<file path="src/rtl/mem_port_arbiter_pkg.sv">
// Shared types and defaults for the instruction/data memory port arbiter.
// State encoding, grant ids and parameter defaults live here.
package mem_port_arbiter_pkg;

   typedef enum logic [1:0] {
      IDLE    = 2'd0,
      XFER_IF = 2'd1,
      XFER_DM = 2'd2
   } state_t;

   typedef enum logic {
      GNT_IF = 1'b0,
      GNT_DM = 1'b1
   } grant_t;

   localparam int          TIMEOUT_CYC_DEF = 255;
   localparam logic [31:0] ERR_RDATA_DEF   = 32'hDEAD_BEEF;

endpackage

</file>
<file path="src/rtl/mem_port_arbiter_if.sv">
// Bundle of fetch, data and shared memory port signals.
// slave = arbiter view, master = requesters plus memory view.
interface mem_port_arbiter_if;

   logic        if_req;
   logic [31:0] if_addr;
   logic        if_ack;
   logic [31:0] if_rdata;

   logic        dm_req;
   logic        dm_we;
   logic [31:0] dm_addr;
   logic [31:0] dm_wdata;
   logic        dm_ack;
   logic [31:0] dm_rdata;

   logic        mem_req;
   logic        mem_we;
   logic [31:0] mem_addr;
   logic [31:0] mem_wdata;
   logic [31:0] mem_rdata;
   logic        mem_ready;

   logic        busy;
   logic        err;

   modport slave (
      input  if_req, if_addr,
      input  dm_req, dm_we, dm_addr, dm_wdata,
      input  mem_rdata, mem_ready,
      output if_ack, if_rdata,
      output dm_ack, dm_rdata,
      output mem_req, mem_we, mem_addr, mem_wdata,
      output busy, err
   );

   modport master (
      output if_req, if_addr,
      output dm_req, dm_we, dm_addr, dm_wdata,
      output mem_rdata, mem_ready,
      input  if_ack, if_rdata,
      input  dm_ack, dm_rdata,
      input  mem_req, mem_we, mem_addr, mem_wdata,
      input  busy, err
   );

endinterface

</file>
<file path="src/rtl/mem_port_arbiter_rr_arb2.sv">
// Two-requester round-robin chooser.
// req[0] = fetch, req[1] = data; gnt is one-hot or zero.
module rr_arb2
   import mem_port_arbiter_pkg::*;
(
   input  logic [1:0] req,
   input  grant_t     last,
   output logic [1:0] gnt
);

   // On contention favour the requester that was not served last
   always_comb begin
      gnt = 2'b00;
      unique case (req)
         2'b01:   gnt = 2'b01;
         2'b10:   gnt = 2'b10;
         2'b11:   gnt = (last == GNT_DM) ? 2'b01 : 2'b10;
         default: gnt = 2'b00;
      endcase
   end

endmodule

</file>
<file path="src/rtl/mem_port_arbiter.sv">
// Shares one memory port between instruction fetch and data access.
// One transfer at a time, round-robin on contention, wait timeout abort.
module mem_port_arbiter
   import mem_port_arbiter_pkg::*;
#(
   parameter int          TIMEOUT_CYC = TIMEOUT_CYC_DEF,
   parameter logic [31:0] ERR_RDATA   = ERR_RDATA_DEF
) (
   input  logic                clk,
   input  logic                rst,
   mem_port_arbiter_if.slave   bus
);

   localparam logic [7:0] TO_LIM = 8'(TIMEOUT_CYC);

   state_t      state;
   grant_t      last_grant;
   logic [7:0]  wait_cnt;
   logic [7:0]  wait_nxt;
   logic [1:0]  elig;
   logic [1:0]  gnt;

   logic        mem_req_q;
   logic        mem_we_q;
   logic [31:0] mem_addr_q;
   logic [31:0] mem_wdata_q;
   logic        if_ack_q;
   logic        dm_ack_q;
   logic [31:0] if_rdata_q;
   logic [31:0] dm_rdata_q;
   logic        busy_q;
   logic        err_q;

   // A requester whose ack is high this cycle cannot be re-granted
   assign elig[0] = bus.if_req & ~if_ack_q;
   assign elig[1] = bus.dm_req & ~dm_ack_q;
   assign wait_nxt = wait_cnt + 8'd1;

   rr_arb2 u_rr (
      .req  (elig),
      .last (last_grant),
      .gnt  (gnt)
   );

   // Transfer FSM with registered bus, ack and read-data outputs
   always_ff @(posedge clk or posedge rst) begin
      if (rst) begin
         state       <= IDLE;
         last_grant  <= GNT_DM;
         wait_cnt    <= 8'd0;
         mem_req_q   <= 1'b0;
         mem_we_q    <= 1'b0;
         mem_addr_q  <= 32'd0;
         mem_wdata_q <= 32'd0;
         if_ack_q    <= 1'b0;
         dm_ack_q    <= 1'b0;
         if_rdata_q  <= 32'd0;
         dm_rdata_q  <= 32'd0;
         busy_q      <= 1'b0;
         err_q       <= 1'b0;
      end else begin
         if_ack_q <= 1'b0;
         dm_ack_q <= 1'b0;
         err_q    <= 1'b0;
         unique case (state)
            IDLE: begin
               if (gnt[0]) begin
                  state       <= XFER_IF;
                  last_grant  <= GNT_IF;
                  wait_cnt    <= 8'd0;
                  mem_req_q   <= 1'b1;
                  mem_we_q    <= 1'b0;
                  mem_addr_q  <= bus.if_addr;
                  mem_wdata_q <= 32'd0;
                  busy_q      <= 1'b1;
               end else if (gnt[1]) begin
                  state       <= XFER_DM;
                  last_grant  <= GNT_DM;
                  wait_cnt    <= 8'd0;
                  mem_req_q   <= 1'b1;
                  mem_we_q    <= bus.dm_we;
                  mem_addr_q  <= bus.dm_addr;
                  mem_wdata_q <= bus.dm_wdata;
                  busy_q      <= 1'b1;
               end
            end
            XFER_IF, XFER_DM: begin
               if (bus.mem_ready || wait_nxt == TO_LIM) begin
                  state     <= IDLE;
                  mem_req_q <= 1'b0;
                  busy_q    <= 1'b0;
                  err_q     <= ~bus.mem_ready;
                  if (state == XFER_IF) begin
                     if_ack_q   <= 1'b1;
                     if_rdata_q <= bus.mem_ready ? bus.mem_rdata
                                                 : ERR_RDATA;
                  end else begin
                     dm_ack_q <= 1'b1;
                     if (!mem_we_q)
                        dm_rdata_q <= bus.mem_ready ? bus.mem_rdata
                                                    : ERR_RDATA;
                  end
               end
               if (!bus.mem_ready)
                  wait_cnt <= wait_nxt;
            end
            default: begin
               state     <= IDLE;
               mem_req_q <= 1'b0;
               busy_q    <= 1'b0;
            end
         endcase
      end
   end

   assign bus.mem_req   = mem_req_q;
   assign bus.mem_we    = mem_we_q;
   assign bus.mem_addr  = mem_addr_q;
   assign bus.mem_wdata = mem_wdata_q;
   assign bus.if_ack    = if_ack_q;
   assign bus.if_rdata  = if_rdata_q;
   assign bus.dm_ack    = dm_ack_q;
   assign bus.dm_rdata  = dm_rdata_q;
   assign bus.busy      = busy_q;
   assign bus.err       = err_q;

endmodule
</file>
<file path="src/flat_wrapper.sv">
// flat-port wrapper written by rule: the top's interface ports become plain ports
module mem_port_arbiter_flat import mem_port_arbiter_pkg::*;
#(
   parameter int          TIMEOUT_CYC = TIMEOUT_CYC_DEF,
   parameter logic [31:0] ERR_RDATA   = ERR_RDATA_DEF
)
  (clk, rst, bus_if_req, bus_if_addr, bus_dm_req, bus_dm_we, bus_dm_addr, bus_dm_wdata, bus_mem_rdata, bus_mem_ready, bus_if_ack, bus_if_rdata, bus_dm_ack, bus_dm_rdata, bus_mem_req, bus_mem_we, bus_mem_addr, bus_mem_wdata, bus_busy, bus_err);
  mem_port_arbiter_if bus_i ();
  input  logic clk;
  input  logic rst;
  input wire logic [$bits(bus_i.if_req)-1:0] bus_if_req;
  input wire logic [$bits(bus_i.if_addr)-1:0] bus_if_addr;
  input wire logic [$bits(bus_i.dm_req)-1:0] bus_dm_req;
  input wire logic [$bits(bus_i.dm_we)-1:0] bus_dm_we;
  input wire logic [$bits(bus_i.dm_addr)-1:0] bus_dm_addr;
  input wire logic [$bits(bus_i.dm_wdata)-1:0] bus_dm_wdata;
  input wire logic [$bits(bus_i.mem_rdata)-1:0] bus_mem_rdata;
  input wire logic [$bits(bus_i.mem_ready)-1:0] bus_mem_ready;
  output wire logic [$bits(bus_i.if_ack)-1:0] bus_if_ack;
  output wire logic [$bits(bus_i.if_rdata)-1:0] bus_if_rdata;
  output wire logic [$bits(bus_i.dm_ack)-1:0] bus_dm_ack;
  output wire logic [$bits(bus_i.dm_rdata)-1:0] bus_dm_rdata;
  output wire logic [$bits(bus_i.mem_req)-1:0] bus_mem_req;
  output wire logic [$bits(bus_i.mem_we)-1:0] bus_mem_we;
  output wire logic [$bits(bus_i.mem_addr)-1:0] bus_mem_addr;
  output wire logic [$bits(bus_i.mem_wdata)-1:0] bus_mem_wdata;
  output wire logic [$bits(bus_i.busy)-1:0] bus_busy;
  output wire logic [$bits(bus_i.err)-1:0] bus_err;
  assign bus_i.if_req = bus_if_req;
  assign bus_i.if_addr = bus_if_addr;
  assign bus_i.dm_req = bus_dm_req;
  assign bus_i.dm_we = bus_dm_we;
  assign bus_i.dm_addr = bus_dm_addr;
  assign bus_i.dm_wdata = bus_dm_wdata;
  assign bus_i.mem_rdata = bus_mem_rdata;
  assign bus_i.mem_ready = bus_mem_ready;
  assign bus_if_ack = bus_i.if_ack;
  assign bus_if_rdata = bus_i.if_rdata;
  assign bus_dm_ack = bus_i.dm_ack;
  assign bus_dm_rdata = bus_i.dm_rdata;
  assign bus_mem_req = bus_i.mem_req;
  assign bus_mem_we = bus_i.mem_we;
  assign bus_mem_addr = bus_i.mem_addr;
  assign bus_mem_wdata = bus_i.mem_wdata;
  assign bus_busy = bus_i.busy;
  assign bus_err = bus_i.err;
  mem_port_arbiter #(.TIMEOUT_CYC(TIMEOUT_CYC), .ERR_RDATA(ERR_RDATA)) u_core (.clk(clk), .rst(rst), .bus(bus_i));
endmodule
</file>
<file path="config.mk">
export PLATFORM = sky130hd
export DESIGN_NAME = mem_port_arbiter_flat
export DESIGN_NICKNAME = d
export VERILOG_FILES = /design/src/rtl/mem_port_arbiter_pkg.sv /design/src/rtl/mem_port_arbiter_if.sv /design/src/rtl/mem_port_arbiter_rr_arb2.sv /design/src/rtl/mem_port_arbiter.sv /design/src/flat_wrapper.sv
export SDC_FILE = /design/constraint.sdc
export NUM_CORES = 1
export LEC_CHECK = 0
export BUFFER_PORTS_ARGS = -buffer_cell sky130_fd_sc_hd__buf_2
export CAP_MARGIN = 40
export CORE_MARGIN = 8
export CORE_UTILIZATION = 35
export CTS_CLUSTER_DIAMETER = 100
export DETAILED_ROUTE_END_ITERATION = 10
export SLEW_MARGIN = 20
export SYNTH_ARGS = -nofsm -noshare
export SYNTH_HDL_FRONTEND = slang
export SYNTH_SLANG_ARGS = --single-unit
export TNS_END_PERCENT = 50
</file>
<file path="constraint.sdc">
create_clock -name clk -period 12.03 [get_ports clk]
set_input_delay 2.406 -clock clk [delete_from_list [all_inputs] [get_ports clk]]
set_output_delay 2.406 -clock clk [all_outputs]
set_load 0.02 [all_outputs]
</file>
=== Yosys cells after proc, flatten, opt, wreduce, memory -nomap -nowiden ===
Index checks and enable logic that the tools add are counted.

* Add/subtract/negate cells: 1
* Equality and inequality tests: 9
* Muxes and demuxes: 30
* Bitwise logic cells: 7
* Reduce and logical (&&, ||, !) cells: 10

{| class="wikitable"
|+ Operators with widths
! cell !! number
|-
| two-way mux 32 bit || 5
|-
| two-way mux 8 bit || 3
|-
| case mux 8 bit (2 select lines) || 1
|-
| two-way mux 1 bit || 14
|-
| adder 8 x 1 -> 8 bit (second input constant) || 1
|-
| == test 8 bit (second input constant) || 1
|-
| two-way mux 2 bit || 4
|-
| == test 2 bit (second input constant) || 3
|-
| case mux 2 bit (3 select lines) || 1
|-
| AND reduction 3 bit || 2
|-
| inverter 1 bit || 5
|-
| == test 2 x 1 -> 1 bit (second input constant) || 2
|-
| case mux 2 bit (2 select lines) || 1
|-
| AND reduction 2 bit || 2
|-
| AND reduction 4 bit || 1
|-
| nonzero test 2 bit || 2
|-
| inequality test 3 x 1 -> 1 bit (second input constant) || 1
|-
| AND 1 bit || 2
|-
| logical NOT 2 bit || 1
|-
| inequality test 2 x 1 -> 1 bit (second input constant) || 1
|-
| inequality test 2 bit (second input constant) || 1
|-
| case mux 1 bit (2 select lines) || 1
|-
| OR reduction 2 bit || 1
|-
| logical OR 1 bit || 1
|}

* Register bits after elaboration: 144
* Bits of input ports: 134
* Word-level logic and storage cells: 69

=== Depth between registers and ports, before layout ===
* Depth in word-level cells: 7
* Gate-level depth with buffers: 8
* Gate-level depth less buffers: 6

=== Hierarchy ===
Synthesis repeated with hierarchy kept, for this count alone.

* Cell total of the unflattened synthesis: 668
* Area, all modules: 6683.9 um^2

{| class="wikitable"
|+ Modules (own cells, without submodules)
! module !! instances !! cells each !! area each (um^2)
|-
| mem_port_arbiter || 1 || 665 || 6665.1
|-
| rr_arb2 || 1 || 3 || 18.8
|}

=== Worst setup path after synthesis ===
OpenSTA, ideal clock, no wires.

* Path type: input port to flip-flop
* From: in bus_dm_req
* To: reg u_core.mem_wdata_q[23] (netlist: u_core.bus.mem_wdata[23])
* Setup time: 66 ps
* Arrival: 3626 ps
* Path slack: 8338 ps
* Cell stages on the path: 7
* Buffers on the path: 3
* Path through: nand2b_1 clkbuf_1 a21bo_2 clkbuf_1 nor2_1 buf_2 a22o_1

* Word-level cells in the longest chain between the ends: 5

{| class="wikitable"
|+ Ends and longest elaborated chain
! what !! RTL line !! source
|-
| start, declared || flat_wrapper.sv:13 || <nowiki>input wire logic [$bits(bus_i.dm_req)-1:0] bus_dm_req;</nowiki>
|-
| AND 1 bit (*) || mem_port_arbiter.sv:36 || <nowiki>assign elig[1] = bus.dm_req & ~dm_ack_q;</nowiki>
|-
| == test 2 bit / == test 2 x 1 -> 1 bit (equally long branches) || mem_port_arbiter_rr_arb2.sv:14 || <nowiki>unique case (req)</nowiki>
|-
| case mux 2 bit (3 select lines) (*) || mem_port_arbiter_rr_arb2.sv:14 ||
|-
| nonzero test 2 bit (no line) || n/a ||
|-
| AND reduction 2 bit (no line) || n/a ||
|-
| end signal, assigned || mem_port_arbiter.sv:83 || <nowiki>mem_wdata_q <= bus.dm_wdata;</nowiki>
|-
| end, declared || mem_port_arbiter.sv:26 || <nowiki>logic [31:0] mem_wdata_q;</nowiki>
|}

Every way passes the cells marked *; elsewhere a longest branch is shown, timed or not.
A chain may end at the register's enable or synchronous reset.

=== Final worst setup path ===
* From: in bus_dm_req
* To: reg u_core.mem_wdata_q[1] (netlist: u_core.bus.mem_wdata[1])

Same word-level chain as after synthesis.

==> results.sh <==
export IMPL_synth_seq_cells=144
export IMPL_cp_common_cell="buf_4"
export IMPL_clock_sinks=144
export IMPL_cts_buffer_depth=2
export IMPL_dp_cells=1057
export IMPL_yosysTopAreaCell="dfrtp_1"
export IMPL_yosysWarnings=0
export IMPL_hold_viol=0
export IMPL_fin_skew_ns=0.01036
export IMPL_clock_fmax_mhz=276.2
export IMPL_rows=49
export IMPL_fin_ws_ns=8.409
export IMPL_path_depth=7
export IMPL_numCtsBuffers=17
export IMPL_reg2regPathDepth=8
export IMPL_slowest_delay_ns=0.35
export IMPL_grt_max_degree=103
export IMPL_core_mm2=0.01796
export IMPL_critPathBufInv=3
export IMPL_rr_endpoint="u_core.bus.dm_rdata[10]$_DFFE_PP0P_"
export IMPL_design_die_area_mm2=0.02290
export IMPL_p_leak_nw=4.291
export IMPL_antenna_found_initial=3
export IMPL_cp_end_kind="register"
export IMPL_finalMaxSlewViolations=0
export IMPL_worstHoldPathType="register to register"
export IMPL_globalRouteOverflowTotal=0
export IMPL_syn_inst=598
export IMPL_wl_per_cell_um=17.71
export IMPL_gp_congestion=0.7688
export IMPL_synth_nets=737
export IMPL_tns_ns=0
export IMPL_pre_cts_ws_ns=7.614
export IMPL_viasPerCell=4.969
export IMPL_arrival_ns=3.98
export IMPL_fin_crit_sh_pct=30.10
export IMPL_fin_nets=987
export IMPL_root_buffer="clkbuf_16"
export IMPL_initial_utilization_pct=35.69
export IMPL_final_common_cell="buf_2"
export IMPL_postRouteAntennaNets=0
export IMPL_cts_hold_buf=0
export IMPL_crit_chain="buf_2, nand2b_1, a21bo_4, buf_4, nor2_2, buf_4, a22o_1"
export IMPL_die_x_um=151.3
export IMPL_synthFlopType="dfrtp_1"
export IMPL_firstDrtPassIters=5
export IMPL_ir_drop_mv=0.1399
export IMPL_slowest_stage="buf_4"
export IMPL_drive_above_1_share_pct=38.44
export IMPL_final_cell_mix="buf_2 (267), dfrtp_1 (143), o21ai_0 (54), nor2_1 (50), o22ai_1 (49)"
export IMPL_slew_headroom_pct=48.00
export IMPL_rsz0062_at_grt="false"
export IMPL_cts_resized=0
export IMPL_fp_dieH_um=151.3
export IMPL_htreeDepth=4
export IMPL_synth_cell_types=43
export IMPL_fillers=1668
export IMPL_num_vias=5416
export IMPL_post_cts_buffers=0
export IMPL_min_period_ns=3.621
export IMPL_first_iter_violations=179
export IMPL_critPathRequiredTime_ns=12.39
export IMPL_async_flop_share_pct=100.0
export IMPL_ff2ff_setup_slack_ns=9.76
export IMPL_power_density_mw_per_mm2=286.1
export IMPL_clkTransAtPathRegs_ns=0.07
export IMPL_port_buffers=267
export IMPL_groute_usage_overall_pct=16.82
export IMPL_path_max_fanout=34
export IMPL_setup_viol=0
export IMPL_worstMarginPinSlew_ns=0.7764
export IMPL_antenna_cells=0
export IMPL_cts_tree="built"
export IMPL_grt_pass1_wl_um=30460
export IMPL_dp_hpwl_um=13950
export IMPL_cp_startpoint="bus_dm_req"
export IMPL_clock_latency_ns=0.42
export IMPL_fin_cells=1090
export IMPL_cp_start_kind="primary input"
export IMPL_path_class="primary input to register"
export IMPL_yosysSeqAreaShare_pct=56.23
export IMPL_area_growth_pct=33.88
export IMPL_synth_area_leaders="dfrtp_1 (56%), mux2i_1 (5.3%), a22o_1 (4.8%)"
export IMPL_synth_edf_count=0
export IMPL_synth_top_area_share_pct=55.82
export IMPL_routed_wl_um=19300
export IMPL_drcViolationCount=0
export IMPL_crit_end="u_core.bus.mem_wdata[1]$_DFFE_PP0P_"
export IMPL_r2r_start="u_core.state[0]$_DFFE_PP0P_"
export IMPL_status="completed"
export IMPL_maxCapViolations=0
export IMPL_grt_pass1_vias=5663
export IMPL_netlist_area_mm2=0.006411
export IMPL_io_pins=268
export IMPL_crit_family="buffers and inverters"
export IMPL_avgSynthCellArea_um2=10.72
synth_stat cells (3+ instances only):
cell        n
buf_2      10
clkbuf_1   34
and2_1      3
inv_1       6
nand2_1    37
nor2b_1    10
nand4_1     3
a22o_1     35
a21oi_1    48
mux2i_1    34
a22oi_1     8
dfrtp_1   143
a21o_1      4
ha_1        5
nor2_1     51
o21ai_0    54
a21oi_4    10
nand2b_1   21
o22ai_1    49
worst min path at each step:
stage                                   startpoint                                   to  slack [ns]  depth (start not counted)
6_report            u_core.wait_cnt[5]$_DFFE_PP0P_       u_core.wait_cnt[5]$_DFFE_PP0P_        0.47                          1
5_1_grt        u_core.bus.mem_addr[13]$_DFFE_PP0P_  u_core.bus.mem_addr[13]$_DFFE_PP0P_        0.49                          2
4_1_cts             u_core.wait_cnt[5]$_DFFE_PP0P_       u_core.wait_cnt[5]$_DFFE_PP0P_        0.47                          1
3_5_place_dp        u_core.wait_cnt[5]$_DFFE_PP0P_       u_core.wait_cnt[5]$_DFFE_PP0P_        0.46                          1
3_3_place_gp   u_core.bus.mem_addr[31]$_DFFE_PP0P_  u_core.bus.mem_addr[31]$_DFFE_PP0P_        0.46                          2
2_1_floorplan       u_core.wait_cnt[5]$_DFFE_PP0P_       u_core.wait_cnt[5]$_DFFE_PP0P_        0.44                          1
metal layers:
metal,routed length (um),track usage [%],vias up
met4,241,5.344,6
met3,2005,6.782,19
met2,8568,24.87,212
met1,8448,22.01,2517
li1,-,-,2662
met5,36,0,-
stage by stage:
| step | hold slack [ns] | utilization, % | instance area [um^2] | total power, mW |
|---|---|---|---|---|
| floorplan | 0.4425 | - | 6411 | 1.561 |
| global route | 0.4928 | 47.78 | 8583 | 2.632 |
| detailed placement | 0.4621 | 44.38 | 7971 | 1.952 |
| CTS | 0.4719 | 47.67 | 8563 | 2.487 |
| global placement | 0.4559 | 43.90 | 7886 | 1.926 |
| finish | 0.4677 | 47.78 | 8583 | 2.456 |
worst register-to-register path, stage by stage (launching register included):
cell	delay (ns)
dfrtp_1	0.40
inv_1	0.06
ha_1	0.41
nor3b_4	0.21
buf_4	0.32
nand2_1	0.27
buf_8	0.23
o22ai_1	0.16
a21oi_1	0.06
where the power goes:
group	internal [mW]	switching [mW]	total, mW
logic	0.418	0.683	1.10
registers	0.693	0.138	0.830
clock network	0.295	0.228	0.523
total	1.41	1.05	2.46
state kept, by name, summed over array words and instances (netlist names), 2 cells and up:
| name | flops |
|---|---|
| u_core.bus.dm_rdata | 32 |
| u_core.bus.if_rdata | 32 |
| u_core.bus.mem_wdata | 32 |
| u_core.state | 2 |
| u_core.bus.mem_addr | 32 |
| u_core.wait_cnt | 8 |
layout make-up:
| type | count | area, um^2 | share of cell area, % |
|---|---|---|---|
| Clock buffer | 17 | 425.4 | 4.956 |
| Clock inverter | 15 | 166.4 | 1.939 |
| Inverter | 6 | 27.53 | 0.3207 |
| Multi-Input combinational cell | 399 | 2579 | 30.04 |
| Sequential cell | 144 | 3605 | 42.00 |
| Tap cell | 229 | 286.5 | 3.338 |
| Timing Repair Buffer | 280 | 1494 | 17.41 |
logic make-up (layout without fill, tap and decap cells):
group                    count (synthesis)  in the layout  share of synthesized area, %
AO/OA/AOI/OAI                          219            219                         22.97
XOR/XNOR                                 4              4                        0.5465
adder cells (fa/ha/maj)                  5              5                        0.9758
buffers and inverters                   55            318                         3.825
flip-flops                             144            144                         56.23
multiplexers                            35             35                         5.484
AND/OR/NAND/NOR                        136            136                         9.973
Power figures use the tool's default switching activity.
